===== src/rtl/elm_pkg.sv =====
// Shared ELM definitions: image geometry, word type and serializer state encoding.
// Used by the image serializer, the ELM core and the image/answer ROMs.
package elm_pkg;

    localparam int IMG_W   = 256;
    localparam int WORD_W  = 16;
    localparam int N_WORDS = 16;
    localparam int CNT_W   = 5;

    typedef logic [WORD_W-1:0] word_t;
    typedef logic [IMG_W-1:0]  image_t;
    typedef logic [CNT_W-1:0]  count_t;

    // Idle marker for serial_count and index of the final word of an image
    localparam count_t CNT_IDLE = count_t'(N_WORDS);
    localparam count_t CNT_LAST = count_t'(N_WORDS - 1);

    typedef enum logic {
        ST_IDLE_LOAD = 1'b0,
        ST_SEND      = 1'b1
    } ser_state_e;

    // Select word idx (row idx, LSB row is word 0) out of a full image.
    // Out-of-range indices return zero rather than aliasing onto a real row.
    function automatic word_t word_at(input image_t image, input count_t idx);
        word_t w;
        w = {WORD_W{1'b0}};
        for (int k = 0; k < N_WORDS; k++) begin
            if (idx == count_t'(k)) begin
                w = image[k*WORD_W +: WORD_W];
            end else begin
                w = w;
            end
        end
        return w;
    endfunction

endpackage


===== src/rtl/image_serializer.sv =====
// Captures a 256-bit binary image while set is high and, once set falls,
// streams it to the ELM core as 16 row words, one per clock, word 0 first.
// A new set at any time aborts the current stream and restarts with the new image.
module image_serializer
    import elm_pkg::*;
(
    input  logic              clock,
    input  logic              reset_n,
    input  logic [IMG_W-1:0]  img,
    input  logic              set,
    output logic [WORD_W-1:0] serial_img,
    output logic [CNT_W-1:0]  serial_count,
    output logic              ser_tx
);

    ser_state_e state_q, state_d;
    image_t     img_reg_q, img_reg_d;
    count_t     ptr_q, ptr_d;
    word_t      serial_img_q, serial_img_d;
    count_t     serial_count_q, serial_count_d;
    logic       ser_tx_q, ser_tx_d;

    // Next-state and next-output logic: set always wins, otherwise the FSM advances
    always_comb begin
        state_d        = state_q;
        img_reg_d      = img_reg_q;
        ptr_d          = ptr_q;
        serial_img_d   = serial_img_q;
        serial_count_d = serial_count_q;
        ser_tx_d       = ser_tx_q;

        if (set) begin
            // Load (or reload): capture the image and hold the outputs quiet
            img_reg_d      = img;
            ptr_d          = {CNT_W{1'b0}};
            state_d        = ST_SEND;
            serial_img_d   = {WORD_W{1'b0}};
            serial_count_d = {CNT_W{1'b0}};
            ser_tx_d       = 1'b0;
        end else begin
            case (state_q)
                ST_SEND: begin
                    serial_img_d   = word_at(img_reg_q, ptr_q);
                    serial_count_d = ptr_q;
                    ser_tx_d       = 1'b1;
                    if (ptr_q == CNT_LAST) begin
                        state_d = ST_IDLE_LOAD;
                        ptr_d   = {CNT_W{1'b0}};
                    end else begin
                        state_d = ST_SEND;
                        ptr_d   = ptr_q + 5'd1;
                    end
                end
                ST_IDLE_LOAD: begin
                    // Done / idle: count parks at N_WORDS and never wraps
                    serial_img_d   = {WORD_W{1'b0}};
                    serial_count_d = CNT_IDLE;
                    ser_tx_d       = 1'b0;
                end
                default: begin
                    state_d        = ST_IDLE_LOAD;
                    ptr_d          = {CNT_W{1'b0}};
                    serial_img_d   = {WORD_W{1'b0}};
                    serial_count_d = CNT_IDLE;
                    ser_tx_d       = 1'b0;
                end
            endcase
        end
    end

    // State, image, pointer and output registers with asynchronous clear
    always_ff @(posedge clock or negedge reset_n) begin
        if (!reset_n) begin
            state_q        <= ST_IDLE_LOAD;
            img_reg_q      <= {IMG_W{1'b0}};
            ptr_q          <= {CNT_W{1'b0}};
            serial_img_q   <= {WORD_W{1'b0}};
            serial_count_q <= CNT_IDLE;
            ser_tx_q       <= 1'b0;
        end else begin
            state_q        <= state_d;
            img_reg_q      <= img_reg_d;
            ptr_q          <= ptr_d;
            serial_img_q   <= serial_img_d;
            serial_count_q <= serial_count_d;
            ser_tx_q       <= ser_tx_d;
        end
    end

    assign serial_img   = serial_img_q;
    assign serial_count = serial_count_q;
    assign ser_tx       = ser_tx_q;

endmodule


===== config.mk =====
export PLATFORM = sky130hd
export DESIGN_NAME = image_serializer
export DESIGN_NICKNAME = d
export VERILOG_FILES = /design/src/rtl/elm_pkg.sv /design/src/rtl/image_serializer.sv
export SDC_FILE = /design/constraint.sdc
export NUM_CORES = 1
export LEC_CHECK = 0
export CAP_MARGIN = 10
export CORE_ASPECT_RATIO = 1.2
export CORE_MARGIN = 2
export CORE_UTILIZATION = 35
export DETAILED_ROUTE_END_ITERATION = 8
export PLACE_DENSITY = 0.57
export SLEW_MARGIN = 20
export SYNTH_ARGS = -nofsm -noshare
export SYNTH_HDL_FRONTEND = slang
export SYNTH_SLANG_ARGS = --single-unit

===== constraint.sdc =====
create_clock -name clock -period 2.4 [get_ports clock]
set_input_delay 0.24 -clock clock [delete_from_list [all_inputs] [get_ports clock]]
set_output_delay 0.24 -clock clock [all_outputs]
set_load 0.1 [all_outputs]

==> impl_metrics.csv <==
group,metric,value,unit
placed_design,numPortBuffers,280,
grt,grtUsageTotal,23.5,%
synthesis,yosys_warnings,0,
final_layout,antennaDiodeCount,0,
synthesis,ys_seq_elements,284,
floorplanning,die_h,216,um
power,swShare,27.2,%
synthesis,synthMuxAreaShare,20.0,%
clock_network,cts_max_level,1,
critical_path,crit_chain,"buf_4, or3_4, buf_4, nor2_1, o22ai_2, a211oi_2, buf_4, o21ai_0, a21oi_1",
power,leakage,7.65,nW
grt,grt_overflow,0,
synthesis,synth-seq-area-share,54.1,%
synthesis,synth_edf_count,0,
clock_network,clock_sinks,284,
power,combPwrFrac,18.6,%
drt,top_layer,"met4",
synthesis,synth_top_area_cell,"dfrtp_1",
power,finalPower,13.7,mW
drt,vias_per_cell,5.36,
grt,grt_pass1_wl,69.4,mm
critical_path,crit_top_cell,"buf_4",
synthesis,synth-xor-area-share,0.0666,%
floorplanning,core_area,0.0369,mm^2
synthesis,synth_cell_types,62,
drt,vias,10500,
timing,relSlewSlack,55.2,%
synthesis,synth-compound-area-share,13.2,%
timing,finalHoldViolCount,0,
timing,finClkSkew,0.0105,ns
clock_network,clock_path_buffers,3,
timing,fin_crit_sh,97.8,%
synthesis,synth_top_family_by_area,"multiplexers",
placed_design,dpl.cell_count,1903,
floorplanning,boundaryPins,281,
synthesis,postSynthCellCount,1143,
power,power_density,738,mW/mm^2
power,power.switching,3.73,mW
timing,worst_slew_pin_slew,0.672,ns
final_layout,design_area,0.0186,mm^2
timing,finalSetupViolations,0,
clock_network,cts-buffers-inserted,30,
grt,grt_max_degree,118,
power,internal_power,9.97,mW
synthesis,synth.most_common_cell,"dfrtp_1",
synthesis,syn_nets,1406,
synthesis,ys.flop_type,"dfrtp_1",
floorplanning,die_area,0.0391,mm^2
synthesis,avgSynthCellArea,11.5,um^2
drt,wl_met3,2.77,mm
final_layout,nets,1726,
floorplanning,die_x,181,um
clock_network,root_buffer,"clkbuf_16",
power,clockPowerShare,40.1,%
timing,whs,0.0324,ns
final_layout,drive_gt1_share,31.7,%
power,seqPwrFrac,41.2,%
timing,layout_setup_ws,0.0536,ns
critical_path,crit_slowest_cell,"dfrtp_2",
final_layout,final_cells,1961,
synthesis,ys_top_cells_by_area,"dfrtp_1 54%, mux2_2 20%, a21oi_1 3.5%",
placed_design,post_dp_cell_area,0.0170,mm^2
clock_network,clk_latency,0.57,ns
critical_path,critPathMaxStageDelay,0.46,ns
final_layout,finish.utilization,50.3,%
synthesis,yosysTopAreaCellShare,53.9,%
drt,ant_nets,0,
outcome,outcome,"completed",
synthesis,synth-adder-area-share,0.381,%
grt,antenna_found_initial,0,
placed_design,dp_hpwl,35.1,mm
drt,wl_met2,22.3,mm
critical_path,worstPathArrival,2.84,ns
worst_hold_path,hp-class,"input pin to flop",
final_layout,syn2layout_area_growth,41.2,%
power,vdd_drop_max,0.000507,V
timing,fmax,426,MHz
placed_design,dp_slack,-0.365,ns
drt,drc_errors,0,
synthesis,yosys.area_share.simple,8.72,%
grt,grt_pass1_vias,10900,
flow_run,cap_violations,0,
drt,detail_route.wl_per_cell,23.8,um
placed_design,place_congestion,0.898,
synthesis,async_flop_share,100,%
critical_path,critical_path_class,"flop to flop",
floorplanning,floorplan.initialDensity,35.6,%
drt,drt_iter0_drc,789,
critical_path,crit_fanout,9,
clock_network,clkTransAtPathRegs,0.07,ns
synthesis,syn_area,0.0131,mm^2
critical_path,worstSetupEndpointType,"flop",
drt,firstDrtPassIters,5,
timing,fin_crit,2.35,ns
timing,tns,0,ns
critical_path,critPathLaunchType,"flop",
floorplanning,row_count,77,
clock_network,cts_tree,"done",
critical_path,cp_data_required_time,2.90,ns
drt,drt-met1-wl,20.3,mm
drt,wirelength,46.7,mm
timing,slew_viol_final,0,
synthesis,synth_top_cells_by_count,"283 x dfrtp_1, 232 x mux2_2, 91 x a21oi_1",
## power by group through the flow
| stage | combinational [mW] | sequential, mW | clock, mW |
|---|---|---|---|
| final | 2.55 | 5.65 | 5.50 |
| after global routing | 2.71 | 5.69 | 5.78 |
| after CTS | 2.49 | 5.64 | 5.59 |
| after detailed placement | 2.41 | 5.72 | 0 |
| after global placement | 2.39 | 5.73 | 0 |
| after floorplan | 0.966 | 5.88 | 0 |
## metal layers
| layer | up-vias | global-route usage [%] |
|---|---|---|
| li1 | 4802 | - |
| met1 | 5260 | 32.5 |
| met2 | 398 | 38.2 |
| met3 | 57 | 3.71 |
| met4 | 0 | 6.85 |
| met5 | - | 0 |
## cell usage in the layout (no fill, tap or decap), types with 8 or more instances in the layout
cell type,Yosys,routed
o211ai_1,9,9
nor2_2,1,10
o21ai_0,37,35
a21oi_1,91,88
a221oi_2,0,8
inv_1,30,28
dfrtp_1,283,280
bufinv_16,0,8
nand3b_1,9,9
clkdlybuf4s50_1,0,256
buf_4,2,96
nor2b_1,9,8
nor2_1,85,76
a21o_1,8,8
buf_12,0,13
buf_6,0,8
nand2_1,65,63
clkbuf_8,0,9
mux2_2,232,232
a22oi_1,17,17
o22ai_1,23,22
clkbuf_16,0,31
o221ai_1,16,16
nor3_1,21,18
a221oi_1,22,14
## cell families (layout without fill, tap and decap cells)
group | Yosys count | after routing
DFF | 284 | 284
AOI/OAI and AO/OA | 267 | 267
and+or+nand+nor | 236 | 236
muxes | 233 | 233
buffers and inverters | 118 | 462
adders and majority gates | 4 | 4
xor gates and xnor gates | 1 | 1
## registers in the layout (all words and copies together), names as in the netlist
register	count
serial_count	5
ser_tx	1
state_q	1
serial_img	16
img_reg_q	256
ptr_q	5
## area by class of cell
cell class,instances,area (um^2)
fill,3285,18300
clock buffer,41,903
tap,474,593
sequential,284,7110
multi-input combinational,741,5880
inverter,30,113
clock inverter,15,287
timing repair buffer,376,3670
## worst paths after layout
kind | from | endpoint | slack, ns | cells after the start
worst max-delay path | ptr_q[3] | serial_img[9] | 0.05 | 9
worst min-delay path | set | img_reg_q[212] | 0.03 | 3
worst max register to register | ptr_q[3] | serial_img[9] | 0.05 | 9
worst min register to register | img_reg_q[163] | img_reg_q[163] | 0.51 | 1
max in group asynchronous | reset_n | img_reg_q[52] | 1.45 | 3
min in group asynchronous | reset_n | img_reg_q[206] | 0.23 | 2
## repair_timing
action / CTS / global route
hold buffers: 1 / 0
resized for setup: 23 / 57
setup endpoints to repair: 13 / 16
setup buffers: 0 / 1
pin swaps: 7 / 19
hold endpoints to repair: 55 / 0
## critical path: cells and delay by family (launching register included)
family / cells / cell delay (ns)
flops: 1 / 0.46
simple gates: 2 / 0.56
buf+inv: 3 / 0.54
compound gates: 4 / 0.70
Power figures use the tool's default switching activity.
